$ cat src/rtl/tlb_op_ctrl.sv
// Sequencer for TLB maintenance instructions (tlbp/tlbr/tlbwi) issued from WB.
// Steps through search/read/write, commits results to CP0 and redirects fetch.
module tlb_op_ctrl (
    input  logic        clk,
    input  logic        resetn,
    input  logic        op_valid,
    input  logic [1:0]  op_type,
    input  logic [31:0] op_pc,
    input  logic [31:0] entryhi,
    input  logic [3:0]  index_in,
    input  logic        ex_flush,
    output logic        op_ready,
    output logic        busy,
    output logic [18:0] s1_vpn2,
    output logic [7:0]  s1_asid,
    input  logic        s1_found,
    input  logic [3:0]  s1_index,
    output logic [3:0]  r_index,
    output logic        tlb_we,
    output logic [3:0]  w_index,
    output logic        cp0_index_we,
    output logic [31:0] cp0_index_wdata,
    output logic        cp0_tlbr_we,
    output logic        refetch_valid,
    output logic [31:0] refetch_pc,
    input  logic        refetch_ready
);

    typedef enum logic [2:0] {
        IDLE    = 3'd0,
        SEARCH  = 3'd1,
        READ    = 3'd2,
        WRITE   = 3'd3,
        COMMIT  = 3'd4,
        REFETCH = 3'd5
    } state_t;

    localparam logic [1:0] OP_TLBP  = 2'b00;
    localparam logic [1:0] OP_TLBR  = 2'b01;
    localparam logic [1:0] OP_TLBWI = 2'b10;
    localparam logic [1:0] OP_RSVD  = 2'b11;

    state_t      state;
    logic [1:0]  op_type_r;
    logic [31:0] pc_r;
    logic        accept;
    logic        unused_entryhi;

    assign accept         = (state == IDLE) && op_valid && !ex_flush && (op_type != OP_RSVD);
    assign unused_entryhi = ^entryhi[12:8];

    // Outputs are registered: each is loaded on the edge that enters the state that owns it.
    always_ff @(posedge clk) begin
        if (!resetn) begin
            state           <= IDLE;
            op_type_r       <= 2'b00;
            pc_r            <= 32'd0;
            op_ready        <= 1'b1;
            busy            <= 1'b0;
            s1_vpn2         <= 19'd0;
            s1_asid         <= 8'd0;
            r_index         <= 4'd0;
            tlb_we          <= 1'b0;
            w_index         <= 4'd0;
            cp0_index_we    <= 1'b0;
            cp0_index_wdata <= 32'd0;
            cp0_tlbr_we     <= 1'b0;
            refetch_valid   <= 1'b0;
            refetch_pc      <= 32'd0;
        end else begin
            s1_vpn2         <= 19'd0;
            s1_asid         <= 8'd0;
            r_index         <= 4'd0;
            tlb_we          <= 1'b0;
            w_index         <= 4'd0;
            cp0_index_we    <= 1'b0;
            cp0_index_wdata <= 32'd0;
            cp0_tlbr_we     <= 1'b0;

            case (state)
                IDLE: begin
                    if (accept) begin
                        op_type_r <= op_type;
                        pc_r      <= op_pc;
                        op_ready  <= 1'b0;
                        busy      <= 1'b1;
                        case (op_type)
                            OP_TLBP: begin
                                state   <= SEARCH;
                                s1_vpn2 <= entryhi[31:13];
                                s1_asid <= entryhi[7:0];
                            end
                            OP_TLBR: begin
                                state   <= READ;
                                r_index <= index_in;
                            end
                            default: begin
                                state   <= WRITE;
                                tlb_we  <= 1'b1;
                                w_index <= index_in;
                            end
                        endcase
                    end
                end
                SEARCH: begin
                    state           <= COMMIT;
                    cp0_index_we    <= 1'b1;
                    cp0_index_wdata <= {~s1_found, 27'd0, s1_found ? s1_index : 4'd0};
                end
                READ: begin
                    state       <= COMMIT;
                    cp0_tlbr_we <= 1'b1;
                end
                WRITE: begin
                    state         <= REFETCH;
                    refetch_valid <= 1'b1;
                    refetch_pc    <= pc_r + 32'd4;
                end
                COMMIT: begin
                    if (op_type_r == OP_TLBR) begin
                        state         <= REFETCH;
                        refetch_valid <= 1'b1;
                        refetch_pc    <= pc_r + 32'd4;
                    end else begin
                        state    <= IDLE;
                        op_ready <= 1'b1;
                        busy     <= 1'b0;
                    end
                end
                REFETCH: begin
                    if (refetch_ready) begin
                        state         <= IDLE;
                        op_ready      <= 1'b1;
                        busy          <= 1'b0;
                        refetch_valid <= 1'b0;
                        refetch_pc    <= 32'd0;
                    end
                end
                default: begin
                    state         <= IDLE;
                    op_ready      <= 1'b1;
                    busy          <= 1'b0;
                    refetch_valid <= 1'b0;
                    refetch_pc    <= 32'd0;
                end
            endcase
        end
    end

endmodule

$ cat config.mk
export PLATFORM = sky130hd
export DESIGN_NAME = tlb_op_ctrl
export DESIGN_NICKNAME = d
export VERILOG_FILES = /design/src/rtl/tlb_op_ctrl.sv
export SDC_FILE = /design/constraint.sdc
export NUM_CORES = 1
export LEC_CHECK = 0
export ABC_AREA = 1
export BUFFER_PORTS_ARGS = -buffer_cell sky130_fd_sc_hd__clkbuf_2
export CORE_MARGIN = 2
export CORE_UTILIZATION = 30
export DETAILED_ROUTE_END_ITERATION = 8
export GPL_ROUTABILITY_DRIVEN = 0
export PLACE_DENSITY = 0.55
export SKIP_CTS_REPAIR_TIMING = 1
export SLEW_MARGIN = 20
export SYNTH_ARGS = -nofsm -noshare
export SYNTH_HDL_FRONTEND = slang
export SYNTH_SLANG_ARGS = --single-unit
$ cat constraint.sdc
create_clock -name clk -period 2 [get_ports clk]
set_clock_uncertainty 0.05 [all_clocks]
set_input_delay 0.3 -clock clk [delete_from_list [all_inputs] [get_ports clk]]
set_output_delay 0.3 -clock clk [all_outputs]
set_load 0.05 [all_outputs]
==> flow_metrics.tcl <==
set metrics [dict create \
    drive_gt1_frac 0.239 \
    path_cells "ha_1, nand2_1, nor2_2, nand2_1, nor2_2, nand4_1, nand3_1, a21oi_1" \
    final_common_cell "nand2_1" \
    final_nets 922 \
    viasPerCell 4.22 \
    ys_types 27 \
    syn_area_mm2 0.00481 \
    gr-usage-all-layers 0.161 \
    first_global_vias 4131 \
    ys.flop_type "dfxtp_1" \
    wl_per_cell_um 12.7 \
    timing.rr.end "refetch_pc[26]$_SDFFE_PN0P_" \
    core_area_mm2 0.0158 \
    die_x_um 131 \
    setup_viol 0 \
    rsz0062_at_grt "no" \
    min_to "pc_r[1]$_SDFFE_PN0P_" \
    p_per_area_mw_per_mm2 966 \
    worstPathBufferInverterCount 0 \
    vias 4516 \
    cpPeakStageDelay_ns 0.35 \
    synth_edf_count 0 \
    async_reset_ff_frac 0 \
    fin_crit_sh 0.861 \
    fin_area_mm2 0.00640 \
    antenna_left 0 \
    power_leakage_nw 3.06 \
    ys_seq_area_frac 0.478 \
    endpoint_kind "flip-flop" \
    critical_path_class "reg2reg" \
    layout_common_cells "191 x nand2_1, 152 x clkbuf_2, 115 x dfxtp_1, 93 x inv_1, 91 x nor2_1" \
    cp-start-kind "flip-flop" \
    num_antenna_cells 0 \
    clk_pin_slew_ns 0.05 \
    start_util 0.305 \
    first_pass_iters 5 \
    root_buffer "clkbuf_16" \
    worst_r2r_startpoint "pc_r[2]$_SDFFE_PN0P_" \
    cap_violations 0 \
    finalHoldViolations 0 \
    die_area_mm2 0.0171 \
    reg2reg_slack_ns 0.28 \
    synth_top_area_cell "dfxtp_1" \
    drv_slew 0 \
    area_delta_synth_final_pct 32.9 \
    cts_max_level 4 \
    synth_cells 679 \
    cp_top_family "simple AND/OR/NAND/NOR gates" \
    drtIter0Drc 267 \
    worstPathArrival_ns 1.96 \
    synth_top_area_share 0.478 \
    wirelength_um 13600 \
    die_h_um 131 \
    cp_max_fo 5 \
    numCtsBuffers 17 \
    n_fill_cell 1773 \
    grt_overflow 0 \
    synth.avg_cell_area_um2 7.09 \
    hold_path_startpoint "op_pc[1]" \
    placed_area_mm2 0.00576 \
    synth-warning-count 0 \
    hold_path_depth 3 \
    fp-row-count 46 \
    insertion_delay_ns 0.41 \
    outcome "finished clean" \
    fin_setup_tns_ns 0 \
    hold_path.class "in2reg" \
    required_ns 2.24 \
    irDropWorstVdd_v 0.000678 \
    rr_worst_depth 8 \
    fmax_mhz 580 \
    cts_sinks 115 \
    cp_slowest_cell "dfxtp_1" \
    port_buffers 152 \
    holdWs_ns 0.0303 \
    period_minus_slack_ns 1.72 \
    hpwlAfterDp_um 10300 \
    clockBufferDepth 2 \
    grt_pass1_wl_um 20900 \
    ys_ff_latch 115 \
    cts_tree "yes" \
    grt_max_degree 34 \
    drc 0 \
    io_pins 185 \
    antenna_found_initial 0 \
    synthTopCellsByArea "dfxtp_1 48%, nand2_1 15%, inv_1 7.3%" \
]
==> through the flow <==
stage          setup WS [ns]  std cells  total power [W]   util
2_1_floorplan          0.549        705          0.00285      -
3_3_place_gp           0.319       1038          0.00298  0.365
3_5_place_dp           0.291       1038          0.00299  0.365
4_1_cts                0.280       1070          0.00626  0.406
5_1_grt               0.0976       1070          0.00643  0.406
6_report               0.277       1070          0.00618  0.406
==> metal layers <==
metal  global-route usage  part of all wire
met4               0.0488            0.0090
met5                    0                 0
met3               0.0407             0.044
met1                0.224              0.49
met2                0.247              0.46
==> cells in the mapped netlist (all sizes together) (2+ instances only) <==
cell	count
nand2	192
dfxtp	115
inv	95
nor2	94
nand3	48
buf	43
o21ai	38
a21oi	35
nand4	10
clkbuf	2
nor3	2
==> cell families (layout without fill, tap and decap cells) <==
logic type,count (synthesis),after routing,synth area share
compound gates,74,74,0.0774
xor+xnor,2,2,0.00364
fa+ha+maj,1,1,0.00260
buf+inv,140,289,0.138
flops,115,115,0.478
other cells,1,27,0.000779
simple gates,346,346,0.299
==> registers in the layout (all words and copies together) (netlist names) <==
register / cells
busy: 1
refetch_valid: 1
s1_asid: 8
s1_vpn2: 19
cp0_index_wdata: 5
pc_r: 32
w_index: 4
cp0_index_we: 1
tlb_we: 1
cp0_tlbr_we: 1
op_ready: 1
r_index: 4
state: 3
refetch_pc: 32
op_type_r: 2
==> final cells by class <==
cell class / instances / area [um2] / area share
well taps: 216 / 270 / 0.0422
clock buffers: 20 / 457 / 0.0714
multi-input cells: 450 / 1950 / 0.304
repair buffers: 162 / 886 / 0.138
flip-flops and latches: 115 / 2300 / 0.360
inverters: 95 / 357 / 0.0557
clock inverters: 12 / 180 / 0.0282
==> worst reg2reg max path, stage by stage (launching register included) <==
cell     delay [ns]
dfxtp_1        0.35
ha_1           0.21
nand2_1        0.10
nor2_2         0.20
nand2_1        0.17
nor2_2         0.25
nand4_1        0.12
nand3_1        0.10
a21oi_1        0.07
==> how the worst max path moves through the flow <==
stage                                       end  slack, ns                 start  cells past startpoint
global placement    refetch_pc[30]$_SDFFE_PN0P_       0.32  pc_r[2]$_SDFFE_PN0P_                      8
global route        refetch_pc[24]$_SDFFE_PN0P_        0.1  pc_r[2]$_SDFFE_PN0P_                      8
floorplan           refetch_pc[24]$_SDFFE_PN0P_       0.55  pc_r[3]$_SDFFE_PN0P_                      8
finish              refetch_pc[26]$_SDFFE_PN0P_       0.28  pc_r[2]$_SDFFE_PN0P_                      8
detailed placement  refetch_pc[24]$_SDFFE_PN0P_       0.29  pc_r[2]$_SDFFE_PN0P_                      8
CTS                 refetch_pc[30]$_SDFFE_PN0P_       0.28  pc_r[2]$_SDFFE_PN0P_                      8
==> power by group <==
group	total, W	leakage [nW]	switching [W]	internal [W]
Clock	0.00325	0.306	0.00109	0.00215
Sequential	0.00240	0.930	0.0000515	0.00235
Combinational	0.000530	1.82	0.000380	0.000150
Total	0.00618	3.06	0.00152	0.00466
Note: power is estimated with default switching activity, not from simulation.
